**src/rtl/alu_nibble_sequencer_pkg.sv**
```systemverilog
// Shared types and constants for the nibble-serial 74181 sequencer.
package alu_nibble_sequencer_pkg;

    typedef enum logic [1:0] {
        ST_IDLE   = 2'd0,
        ST_SETTLE = 2'd1,
        ST_DONE   = 2'd2
    } seq_state_e;

    // 74181 function select/mode pair as presented on S[3:0] and M.
    typedef struct packed {
        logic [3:0] s;
        logic       m;
    } alu_fn_t;

    // Common functions (active-high data convention).
    localparam alu_fn_t FN_ADD  = '{s: 4'b1001, m: 1'b0};
    localparam alu_fn_t FN_SUB  = '{s: 4'b0110, m: 1'b0};
    localparam alu_fn_t FN_AND  = '{s: 4'b1011, m: 1'b1};
    localparam alu_fn_t FN_OR   = '{s: 4'b1110, m: 1'b1};
    localparam alu_fn_t FN_XOR  = '{s: 4'b0110, m: 1'b1};
    localparam alu_fn_t FN_ZERO = '{s: 4'b0011, m: 1'b1};

    // Idle value parked on the slice function pins: S = 0, logic mode.
    localparam alu_fn_t FN_IDLE = '{s: 4'b0000, m: 1'b1};

endpackage

```
**src/rtl/alu_nibble_sequencer.sv**
```systemverilog
// Drives one external 74181 slice nibble-serially (LS nibble first) to
// perform a WIDTH-bit operation. Each nibble is held for SETTLE_CYCLES
// clocks so the slow combinational slice can settle before its F, CN+4
// and A=B outputs are sampled. The active-low ripple carry is chained
// between nibbles through the alu_cn_n output register.
//
// state     | meaning
// ----------+-----------------------------------------------------------
// ST_IDLE   | waiting for start; slice inputs hold their last value
// ST_SETTLE | nibble idx on the slice; cnt counts settle clocks
// ST_DONE   | one-cycle done pulse; a start here is accepted
module alu_nibble_sequencer
    import alu_nibble_sequencer_pkg::*;
#(
    parameter int WIDTH         = 16,
    parameter int SETTLE_CYCLES = 8
) (
    input  logic             clk,
    input  logic             reset_n,
    input  logic             start,
    input  logic [WIDTH-1:0] op_a,
    input  logic [WIDTH-1:0] op_b,
    input  logic [3:0]       op_s,
    input  logic             op_m,
    input  logic             cin_n,
    output logic             busy,
    output logic             done,
    output logic [WIDTH-1:0] result,
    output logic             cout_n,
    output logic             aeb,
    output logic             zero,
    output logic [3:0]       alu_a,
    output logic [3:0]       alu_b,
    output logic [3:0]       alu_s,
    output logic             alu_m,
    output logic             alu_cn_n,
    input  logic [3:0]       alu_f,
    input  logic             alu_cn4_n,
    input  logic             alu_aeb
);

    localparam int NIB   = WIDTH / 4;
    localparam int IDX_W = (NIB > 1) ? $clog2(NIB) : 1;
    localparam int CNT_W = (SETTLE_CYCLES > 1) ? $clog2(SETTLE_CYCLES) : 1;

    localparam logic [IDX_W-1:0] IDX_LAST = IDX_W'(NIB - 1);
    localparam logic [CNT_W-1:0] CNT_LAST = CNT_W'(SETTLE_CYCLES - 1);

    seq_state_e       state_q,    state_d;
    logic [WIDTH-1:0] a_q,        a_d;
    logic [WIDTH-1:0] b_q,        b_d;
    logic [IDX_W-1:0] idx_q,      idx_d;
    logic [CNT_W-1:0] cnt_q,      cnt_d;
    logic             acc_q,      acc_d;
    logic [WIDTH-1:0] result_q,   result_d;
    logic             cout_n_q,   cout_n_d;
    logic             aeb_q,      aeb_d;
    logic             zero_q,     zero_d;
    logic             busy_q,     busy_d;
    logic             done_q,     done_d;
    logic [3:0]       alu_a_q,    alu_a_d;
    logic [3:0]       alu_b_q,    alu_b_d;
    logic [3:0]       alu_s_q,    alu_s_d;
    logic             alu_m_q,    alu_m_d;
    logic             alu_cn_n_q, alu_cn_n_d;

    logic [IDX_W-1:0] idx_nxt;

    // State, operand latches, counters and every output register.
    always_ff @(posedge clk or negedge reset_n) begin
        if (!reset_n) begin
            state_q    <= ST_IDLE;
            a_q        <= '0;
            b_q        <= '0;
            idx_q      <= '0;
            cnt_q      <= '0;
            acc_q      <= 1'b0;
            result_q   <= '0;
            cout_n_q   <= 1'b1;
            aeb_q      <= 1'b0;
            zero_q     <= 1'b0;
            busy_q     <= 1'b0;
            done_q     <= 1'b0;
            alu_a_q    <= 4'h0;
            alu_b_q    <= 4'h0;
            alu_s_q    <= FN_IDLE.s;
            alu_m_q    <= FN_IDLE.m;
            alu_cn_n_q <= 1'b1;
        end else begin
            state_q    <= state_d;
            a_q        <= a_d;
            b_q        <= b_d;
            idx_q      <= idx_d;
            cnt_q      <= cnt_d;
            acc_q      <= acc_d;
            result_q   <= result_d;
            cout_n_q   <= cout_n_d;
            aeb_q      <= aeb_d;
            zero_q     <= zero_d;
            busy_q     <= busy_d;
            done_q     <= done_d;
            alu_a_q    <= alu_a_d;
            alu_b_q    <= alu_b_d;
            alu_s_q    <= alu_s_d;
            alu_m_q    <= alu_m_d;
            alu_cn_n_q <= alu_cn_n_d;
        end
    end

    // Next-state, settle timing, nibble mux and result assembly.
    always_comb begin
        state_d    = state_q;
        a_d        = a_q;
        b_d        = b_q;
        idx_d      = idx_q;
        cnt_d      = cnt_q;
        acc_d      = acc_q;
        result_d   = result_q;
        cout_n_d   = cout_n_q;
        aeb_d      = aeb_q;
        zero_d     = zero_q;
        busy_d     = busy_q;
        done_d     = 1'b0;
        alu_a_d    = alu_a_q;
        alu_b_d    = alu_b_q;
        alu_s_d    = alu_s_q;
        alu_m_d    = alu_m_q;
        alu_cn_n_d = alu_cn_n_q;
        idx_nxt    = idx_q + 1'b1;

        case (state_q)
            ST_IDLE, ST_DONE: begin
                state_d = ST_IDLE;
                if (start) begin
                    a_d        = op_a;
                    b_d        = op_b;
                    alu_a_d    = op_a[3:0];
                    alu_b_d    = op_b[3:0];
                    alu_s_d    = op_s;
                    alu_m_d    = op_m;
                    alu_cn_n_d = cin_n;
                    idx_d      = '0;
                    cnt_d      = '0;
                    acc_d      = 1'b1;
                    busy_d     = 1'b1;
                    state_d    = ST_SETTLE;
                end
            end

            ST_SETTLE: begin
                if (cnt_q != CNT_LAST) begin
                    cnt_d = cnt_q + 1'b1;
                end else begin
                    // Capture edge: slice outputs have settled for this nibble.
                    result_d[{idx_q, 2'b00} +: 4] = alu_f;
                    acc_d = acc_q & alu_aeb;
                    if (idx_q != IDX_LAST) begin
                        // Carry into the next nibble comes straight from CN+4;
                        // it is chained in logic mode too, where F ignores it.
                        idx_d      = idx_nxt;
                        cnt_d      = '0;
                        alu_a_d    = a_q[{idx_nxt, 2'b00} +: 4];
                        alu_b_d    = b_q[{idx_nxt, 2'b00} +: 4];
                        alu_cn_n_d = alu_cn4_n;
                    end else begin
                        cout_n_d = alu_cn4_n;
                        aeb_d    = acc_q & alu_aeb;
                        zero_d   = (result_d == '0);
                        busy_d   = 1'b0;
                        done_d   = 1'b1;
                        state_d  = ST_DONE;
                    end
                end
            end

            default: begin
                state_d = ST_IDLE;
                busy_d  = 1'b0;
            end
        endcase
    end

    assign busy     = busy_q;
    assign done     = done_q;
    assign result   = result_q;
    assign cout_n   = cout_n_q;
    assign aeb      = aeb_q;
    assign zero     = zero_q;
    assign alu_a    = alu_a_q;
    assign alu_b    = alu_b_q;
    assign alu_s    = alu_s_q;
    assign alu_m    = alu_m_q;
    assign alu_cn_n = alu_cn_n_q;

endmodule

```
**config.mk**
```make
export PLATFORM = sky130hd
export DESIGN_NAME = alu_nibble_sequencer
export DESIGN_NICKNAME = d
export VERILOG_FILES = /design/src/rtl/alu_nibble_sequencer_pkg.sv /design/src/rtl/alu_nibble_sequencer.sv
export SDC_FILE = /design/constraint.sdc
export NUM_CORES = 1
export LEC_CHECK = 0
export ABC_CLOCK_PERIOD_IN_PS = 4400
export CORE_MARGIN = 5
export CORE_UTILIZATION = 50
export CTS_CLUSTER_SIZE = 24
export DETAILED_ROUTE_END_ITERATION = 16
export MAX_ROUTING_LAYER = met4
export PLACE_DENSITY = 0.9
export SYNTH_ARGS = -nofsm -noshare
export SYNTH_HDL_FRONTEND = slang
export SYNTH_SLANG_ARGS = --single-unit
```
**constraint.sdc**
```tcl
create_clock -name clk -period 4.4 [get_ports clk]
set_clock_uncertainty 0.15 [all_clocks]
set_input_delay 0.66 -clock clk [delete_from_list [all_inputs] [get_ports clk]]
set_output_delay 0.66 -clock clk [all_outputs]
set_load 0.02 [all_outputs]
```
* Yosys cells after proc, flatten, opt, wreduce, memory -nomap -nowiden
Cells that the tools add are included.
Word-level totals: flip-flop bits (word level) 75, logic and storage cells 82, output and inout port bits 35, input port bits 47
Operators by class: bitwise gates (word level) 3, equal/unequal tests 9, reductions and logical operators 12, shifts and indexed selects 4, add/subtract/negate cells 3, multiplexer cells 34
Operator list (number):
- $shiftx 16x5->4 | 2
- $mux 4 | 6
- $bwmux 16 | 1
- $logic_not 16->1 | 1
- $pmux 4 s2 | 2
- $shift 4x6->16 const A | 1
- $shiftx 4x6->16 | 1
- $reduce_and 3->1 | 4
- $mux 1 | 11
- $mux 2 | 5
- $ne 2x2->1 const B | 5
- $mux 3 | 3
- $pmux 2 s2 | 2
- $ne 3x3->1 const B | 2
- $neg 4->6 | 1
- $pmux 1 s2 | 3
- $pmux 3 s2 | 1
- $reduce_and 2->1 | 3
- $reduce_and 4->1 | 1
- $add 3x1->3 const B | 1
- $add 2x1->2 const B | 1
- $eq 2x1->1 const B | 1
- $eq 2x2->1 const B | 1
- $logic_not 2->1 | 1
- 4 further kinds | 5

* Longest topological paths before layout
Gate-level depths: netlist of run 1.
word-level depth 5, mapped depth 8, depth with buffers taken out 7

* Worst setup path after synthesis of run 1
Ideal clock, no wire load.
path kind reg2reg, start reg idx_q[0], end reg zero_q, in the netlist zero, cell stages (with the launch flop) 9, path buffers 2, period minus slack after synthesis 2.087 ns, required time 4.122 ns, library setup time 0.128 ns, arrival time 1.809 ns, slack 2.313 ns, cell sequence dfrtp_1 -> buf_2 -> inv_1 -> ha_1 -> buf_2 -> nor2_2 -> or4b_1 -> o2111ai_1 -> o31ai_2
On the way: longest elaborated chain between the ends 4, elaborated cells between the ends (all ways) 8, those cells by class add/sub (1); eq/ne (1); shift (2); mux (1); bitwise (1); reduce/logical (2)
Ends and longest elaborated chain:
- start: declaration | line alu_nibble_sequencer.sv:52 | logic [IDX_W-1:0] idx_q, idx_d;
- start signal: assignment | line alu_nibble_sequencer.sv:93 | idx_q <= idx_d;
- $neg 4->6 | line alu_nibble_sequencer.sv:155 | result_d[{idx_q, 2'b00} +: 4] = alu_f;
- $shiftx 4x6->16 / $shift 4x6->16 (equally long branches) | line alu_nibble_sequencer.sv:155
- $bwmux 16 | line alu_nibble_sequencer.sv:155
- $logic_not 16->1 | line alu_nibble_sequencer.sv:168 | zero_d = (result_d == '0);
- end signal: assignment | line alu_nibble_sequencer.sv:99 | zero_q <= zero_d;
- end: declaration | line alu_nibble_sequencer.sv:58 | logic zero_q, zero_d;
Several ways; a longest one is shown, not always the timed one. A chain may end at the register's enable or synchronous reset.

* Worst setup path after layout of run 1
Same ends and word-level chain as after synthesis.

==> flow_metrics.env, run 1 <==
export IMPL_dieArea_sq_mm=0.00876
export IMPL_swShare=0.371
export IMPL_crit_type="reg -> reg"
export IMPL_slew_viol_final=0
export IMPL_core_area_sq_mm=0.00679
export IMPL_arrival_ps=3380
export IMPL_io_pins=82
export IMPL_drc=0
export IMPL_drtIter0Drc=104
export IMPL_ctsResizeCount=0
export IMPL_synth_flop_cell="dfrtp_1"
export IMPL_grt_use_total=0.202
export IMPL_hold_violations=0
export IMPL_antenna_cells=0
export IMPL_clkPwrFrac=0.162
export IMPL_power_switching_w=0.00124
export IMPL_ys_seq_area_frac=0.539
export IMPL_cts_buffers=9
export IMPL_synth_area_sq_mm=0.00349
export IMPL_viasPerCell=5.45
export IMPL_post_route_period_util=0.749
export IMPL_p_int_w=0.00210
export IMPL_hp_class="in -> async"
export IMPL_syn_to_final_growth_pct=30.7
export IMPL_fin_area_sq_mm=0.00456
export IMPL_yosysWarnings=0
export IMPL_firstDrtPassIters=4
export IMPL_finalCriticalPeriod_ps=3300
export IMPL_htreeDepth=3
export IMPL_setup_tns_ps=0
export IMPL_port_buffers=81
export IMPL_clock_latency_ps=350
export IMPL_cts_sinks=75
export IMPL_wl_mm=7.80
export IMPL_drive_above_1_share=0.203
export IMPL_max_freq_ghz=0.303
export IMPL_max_slew_margin_rel=0.367
export IMPL_rrSetupSlack_ps=1100
export IMPL_postCtsHoldBufs=0
export IMPL_syn_inst=280
export IMPL_clkTransAtPathRegs_ps=80
export IMPL_grt_pass1_vias=2684
export IMPL_antenna_found_initial=0
export IMPL_grt_pass1_wl_mm=13.2
export IMPL_setup_violations=0
export IMPL_initial_core_util=0.514
export IMPL_rsz0062_at_grt="false"
export IMPL_placed_area_sq_mm=0.00436
export IMPL_final_cell_mix="80 x clkdlybuf4s50_1, 72 x dfrtp_1, 40 x nand2_1"
export IMPL_wl_per_cell_um=17.0
export IMPL_die_width_um=93.6
export IMPL_worstMarginPinSlew_ps=950
export IMPL_synth_seq_cells=75
export IMPL_post_cts_buffers=0
export IMPL_synthDistinctLibCells=40
export IMPL_critPathMaxFanout=23
export IMPL_grt_max_degree=76
export IMPL_seqPwrFrac=0.378
export IMPL_finish_net_count=414
export IMPL_p_comb_frac=0.461
export IMPL_fp_dieH_um=93.6
export IMPL_fin_ws_ps=1100
export IMPL_num_rows=30
export IMPL_gr_total_overflow=0
export IMPL_pre_cts_slack_ps=1120
export IMPL_synth_area_per_cell_sq_um=12.5
export IMPL_cts_tree="built"
export IMPL_synth_edf_count=0
export IMPL_vdd_drop_max_mv=0.398
export IMPL_async_reset_ff_frac=1.00
export IMPL_root_buffer="clkbuf_8"
export IMPL_vias=2507
export IMPL_p_leak_nw=1.96
export IMPL_power_density_mw_per_mm2=730
export IMPL_synthesis_nets=335
export IMPL_status="complete, no violations"
export IMPL_gp_congestion=0.867
export IMPL_finalPower_w=0.00333
export IMPL_antenna_left=0
export IMPL_clock_path_buffers=2
export IMPL_required_ps=4480
export IMPL_final_common_cell="clkdlybuf4s50_1"
export IMPL_start_kind="register"
export IMPL_hpwlAfterDp_mm=5.53
export IMPL_end_kind="register"
export IMPL_cap_violations=0
## cell type report
type / count / area (sq um)
Clock buffer: 11 / 141
Clock inverter: 5 / 61.3
Fill cell: 503 / 2230
Inverter: 8 / 30.0
Multi-Input combinational cell: 183 / 1510
Sequential cell: 75 / 1880
Tap cell: 96 / 120
Timing Repair Buffer: 82 / 816
## flip-flops by register name, indices dropped and copies added (netlist names)
name and cells:
alu_b 4, cnt_q 3, aeb 1, result 16, alu_m 1, zero 1
done 1, b_q 16, a_q 16, idx_q 2, alu_cn_n 1, state_q 2
acc_q 1, alu_a 4, busy 1, cout_n 1, alu_s 4
## cells by family after synthesis
family | Yosys count | share of synthesized area
compound gates | 41 | 0.0803
fa+ha+maj | 8 | 0.0287
buf+inv | 22 | 0.0301
flops | 75 | 0.539
mux | 60 | 0.215
simple gates | 74 | 0.108
## metal layers
| metal | GRT usage | vias to the layer above | wire (um) |
|---|---|---|---|
| li1 | - | 1167 | - |
| met3 | 0.0692 | 11 | 588 |
| met5 | - | - | 0 |
| met4 | 0.0626 | 0 | 119 |
| met2 | 0.321 | 97 | 3840 |
| met1 | 0.244 | 1232 | 3250 |
## power by group through the flow
| stage | combinational [W] | clock (W) | sequential, W |
|---|---|---|---|
| floorplan | 0.000910 | 0 | 0.00135 |
| global placement | 0.00148 | 0 | 0.00125 |
| detailed placement | 0.00154 | 0 | 0.00127 |
| CTS | 0.00155 | 0.000548 | 0.00126 |
| global route | 0.00169 | 0.000581 | 0.00131 |
| finish | 0.00154 | 0.000539 | 0.00126 |
## synthesized netlist by cell type (3+ instances only)
cell | number | area, sq um
ha_1 | 8 | 100
dfrtp_1 | 72 | 1800
nand3_1 | 5 | 25.0
mux2i_1 | 13 | 130
nand4_1 | 3 | 18.8
mux2_2 | 39 | 439
nand2_1 | 40 | 150
o31ai_1 | 4 | 30.0
nor2_1 | 5 | 18.8
o21ai_0 | 20 | 100
dfstp_2 | 3 | 78.8
inv_1 | 7 | 26.3
buf_2 | 12 | 60.1
a22o_1 | 6 | 52.6
mux4_2 | 8 | 180
## final timing paths
check	to	startpoint	cells after the start
hold reg to reg	cout_n	cout_n	2
setup / recovery	zero	idx_q[0]	6
max in group asynchronous	b_q[15]	reset_n	1
min in group clk	cout_n	cout_n	2
setup reg to reg	zero	idx_q[0]	6
hold / removal	done	reset_n	1
## worst max-delay path, stage by stage, from the launching register on
cell and delay [ps]:
dfrtp_1 970, inv_1 320, ha_1 660, nor4bb_1 580, a41oi_1 110, o2111ai_1 290, o31ai_2 100
## through the flow
step | cells | util | hold slack [ps]
6_report | 460 | 0.672 | 267
5_1_grt | 460 | 0.672 | 351
4_1_cts | 460 | 0.672 | 318
3_5_place_dp | 444 | 0.642 | 304
3_3_place_gp | 444 | 0.642 | 299
2_1_floorplan | 280 | - | 214
Note: power is estimated with default switching activity, not from simulation.
==> run 2: changes to the inputs <==
--- a/config.mk
+++ b/config.mk
@@ -5,7 +5,7 @@
 export SDC_FILE = /design/constraint.sdc
 export NUM_CORES = 1
 export LEC_CHECK = 0
-export ABC_CLOCK_PERIOD_IN_PS = 4400
+export ABC_CLOCK_PERIOD_IN_PS = 3250
 export CORE_MARGIN = 5
 export CORE_UTILIZATION = 50
 export CTS_CLUSTER_SIZE = 24
==> constraint.sdc (replaced) <==
create_clock -name clk -period 3.25 [get_ports clk]
set_clock_uncertainty 0.15 [all_clocks]
set_input_delay 0.4875 -clock clk [delete_from_list [all_inputs] [get_ports clk]]
set_output_delay 0.4875 -clock clk [all_outputs]
set_load 0.02 [all_outputs]
==> flow_metrics.env, run 2 (synthesized netlist as in run 1, its figures left out) <==
export IMPL_status="complete, no violations"
export IMPL_slew_viol_final=0
export IMPL_cap_violations=0
export IMPL_p_comb_frac=0.465
export IMPL_port_buffers=81
export IMPL_gr_total_overflow=0
export IMPL_post_route_period_util=0.737
export IMPL_setup_tns_ps=0
export IMPL_htreeDepth=3
export IMPL_core_area_sq_mm=0.00679
export IMPL_antenna_left=0
export IMPL_num_rows=30
export IMPL_start_kind="register"
export IMPL_postCtsHoldBufs=0
export IMPL_power_density_mw_per_mm2=990
export IMPL_dieArea_sq_mm=0.00876
export IMPL_firstDrtPassIters=4
export IMPL_viasPerCell=5.35
export IMPL_swShare=0.361
export IMPL_p_int_w=0.00292
export IMPL_clkPwrFrac=0.176
export IMPL_antenna_cells=0
export IMPL_final_common_cell="clkdlybuf4s50_1"
export IMPL_grt_max_degree=76
export IMPL_gp_congestion=0.830
export IMPL_max_slew_margin_rel=0.392
export IMPL_vias=2474
export IMPL_cts_buffers=9
export IMPL_critPathMaxFanout=18
export IMPL_wl_mm=7.28
export IMPL_crit_top_cell="inv_1"
export IMPL_end_kind="register"
export IMPL_fp_dieH_um=93.6
export IMPL_seqPwrFrac=0.359
export IMPL_initial_core_util=0.514
export IMPL_cp_slowest_cell="ha_1"
export IMPL_setup_violations=0
export IMPL_path_cells="inv_1, ha_1, inv_1, a41oi_1, o2111ai_1, o31ai_2"
export IMPL_vdd_drop_max_mv=0.494
export IMPL_hpwlAfterDp_mm=5.27
export IMPL_p_leak_nw=1.99
export IMPL_finish_net_count=416
export IMPL_post_cts_buffers=0
export IMPL_antenna_found_initial=0
export IMPL_drive_above_1_share=0.210
export IMPL_die_width_um=93.6
export IMPL_clock_latency_ps=350
export IMPL_clkTransAtPathRegs_ps=80
export IMPL_required_ps=3360
export IMPL_wl_per_cell_um=15.8
export IMPL_power_switching_w=0.00165
export IMPL_io_pins=82
export IMPL_finalCriticalPeriod_ps=2400
export IMPL_fillers=501
export IMPL_ctsResizeCount=0
export IMPL_cts_sinks=75
export IMPL_final_cell_mix="80 x clkdlybuf4s50_1, 72 x dfrtp_1, 40 x nand2_1"
export IMPL_finalPower_w=0.00457
export IMPL_hold_violations=0
export IMPL_crit_type="reg -> reg"
export IMPL_grt_pass1_vias=2560
export IMPL_worstMarginPinSlew_ps=913
export IMPL_rsz0062_at_grt="false"
export IMPL_cts_tree="built"
export IMPL_root_buffer="clkbuf_8"
export IMPL_grt_use_total=0.188
export IMPL_drc=0
export IMPL_grt_pass1_wl_mm=12.4
export IMPL_max_stage_delay_ps=730
export IMPL_syn_to_final_growth_pct=32.0
export IMPL_drtIter0Drc=89
export IMPL_max_freq_ghz=0.417
export IMPL_clock_path_buffers=2
export IMPL_arrival_ps=2510
export IMPL_hp_class="in -> async"
[run 2: cell count changes in the layout (fill, tap and decap cells not counted), sizes merged]
cell / change
buf: +2
clkbuf: -2
clkinv: +2
clkinvlp: -2
bufinv: +1
inv: +1
[run 2: cell type report]
cell class,instances,area (sq um),share of cell area
well taps,96,120,0.0261
multi-input cells,183,1510,0.328
flip-flops and latches,75,1880,0.408
inverters,8,30.0,0.00651
clock buffers,9,124,0.0269
clock inverters,7,98.8,0.0214
repair buffers,84,843,0.183
[run 2: stage by stage]
stage | cells | utilization | area (sq um) | setup WS, ps | hold WS [ps]
floorplan | 280 | - | 3490 | 1160 | 41.9
global placement | 446 | 0.646 | 4390 | 957 | 299
detailed placement | 446 | 0.646 | 4390 | 867 | 305
CTS | 462 | 0.679 | 4610 | 841 | 148
global route | 462 | 0.679 | 4610 | 563 | 195
finish | 462 | 0.679 | 4610 | 854 | 95.5
[run 2: critical path: cells and delay by family, from the launching register on]
kind | cells | cell delay, ps
compound gates | 3 | 710
fa+ha+maj | 1 | 730
buf+inv | 2 | 310
flops | 1 | 420
[run 2: path summary, 6_finish.rpt]
check                      slack, ps  cells after the start     start      to
min in group clk                 320                      2    cout_n  cout_n
min                              100                      1   reset_n    done
max                              850                      6  idx_q[1]    zero
max in group asynchronous       2250                      1   reset_n  b_q[5]
min reg2reg                      320                      2    cout_n  cout_n
max reg2reg                      850                      6  idx_q[1]    zero
[run 2: layer usage]
| layer | share of wire | wire length (um) | global-route usage | up-vias |
|---|---|---|---|---|
| li1 | - | - | - | 1175 |
| met1 | 0.43 | 3150 | 0.235 | 1197 |
| met2 | 0.48 | 3470 | 0.291 | 90 |
| met3 | 0.074 | 540 | 0.0555 | 12 |
| met4 | 0.016 | 115 | 0.0698 | 0 |
| met5 | 0 | 0 | - | - |
[run 2: power groups by stage]
| stage | clock [W] | combinational (W) | sequential (W) |
|---|---|---|---|
| 2_1_floorplan | 0 | 0.00123 | 0.00182 |
| 3_3_place_gp | 0 | 0.00208 | 0.00163 |
| 3_5_place_dp | 0 | 0.00214 | 0.00166 |
| 4_1_cts | 0.000817 | 0.00215 | 0.00165 |
| 5_1_grt | 0.000856 | 0.00233 | 0.00170 |
| 6_report | 0.000803 | 0.00212 | 0.00164 |
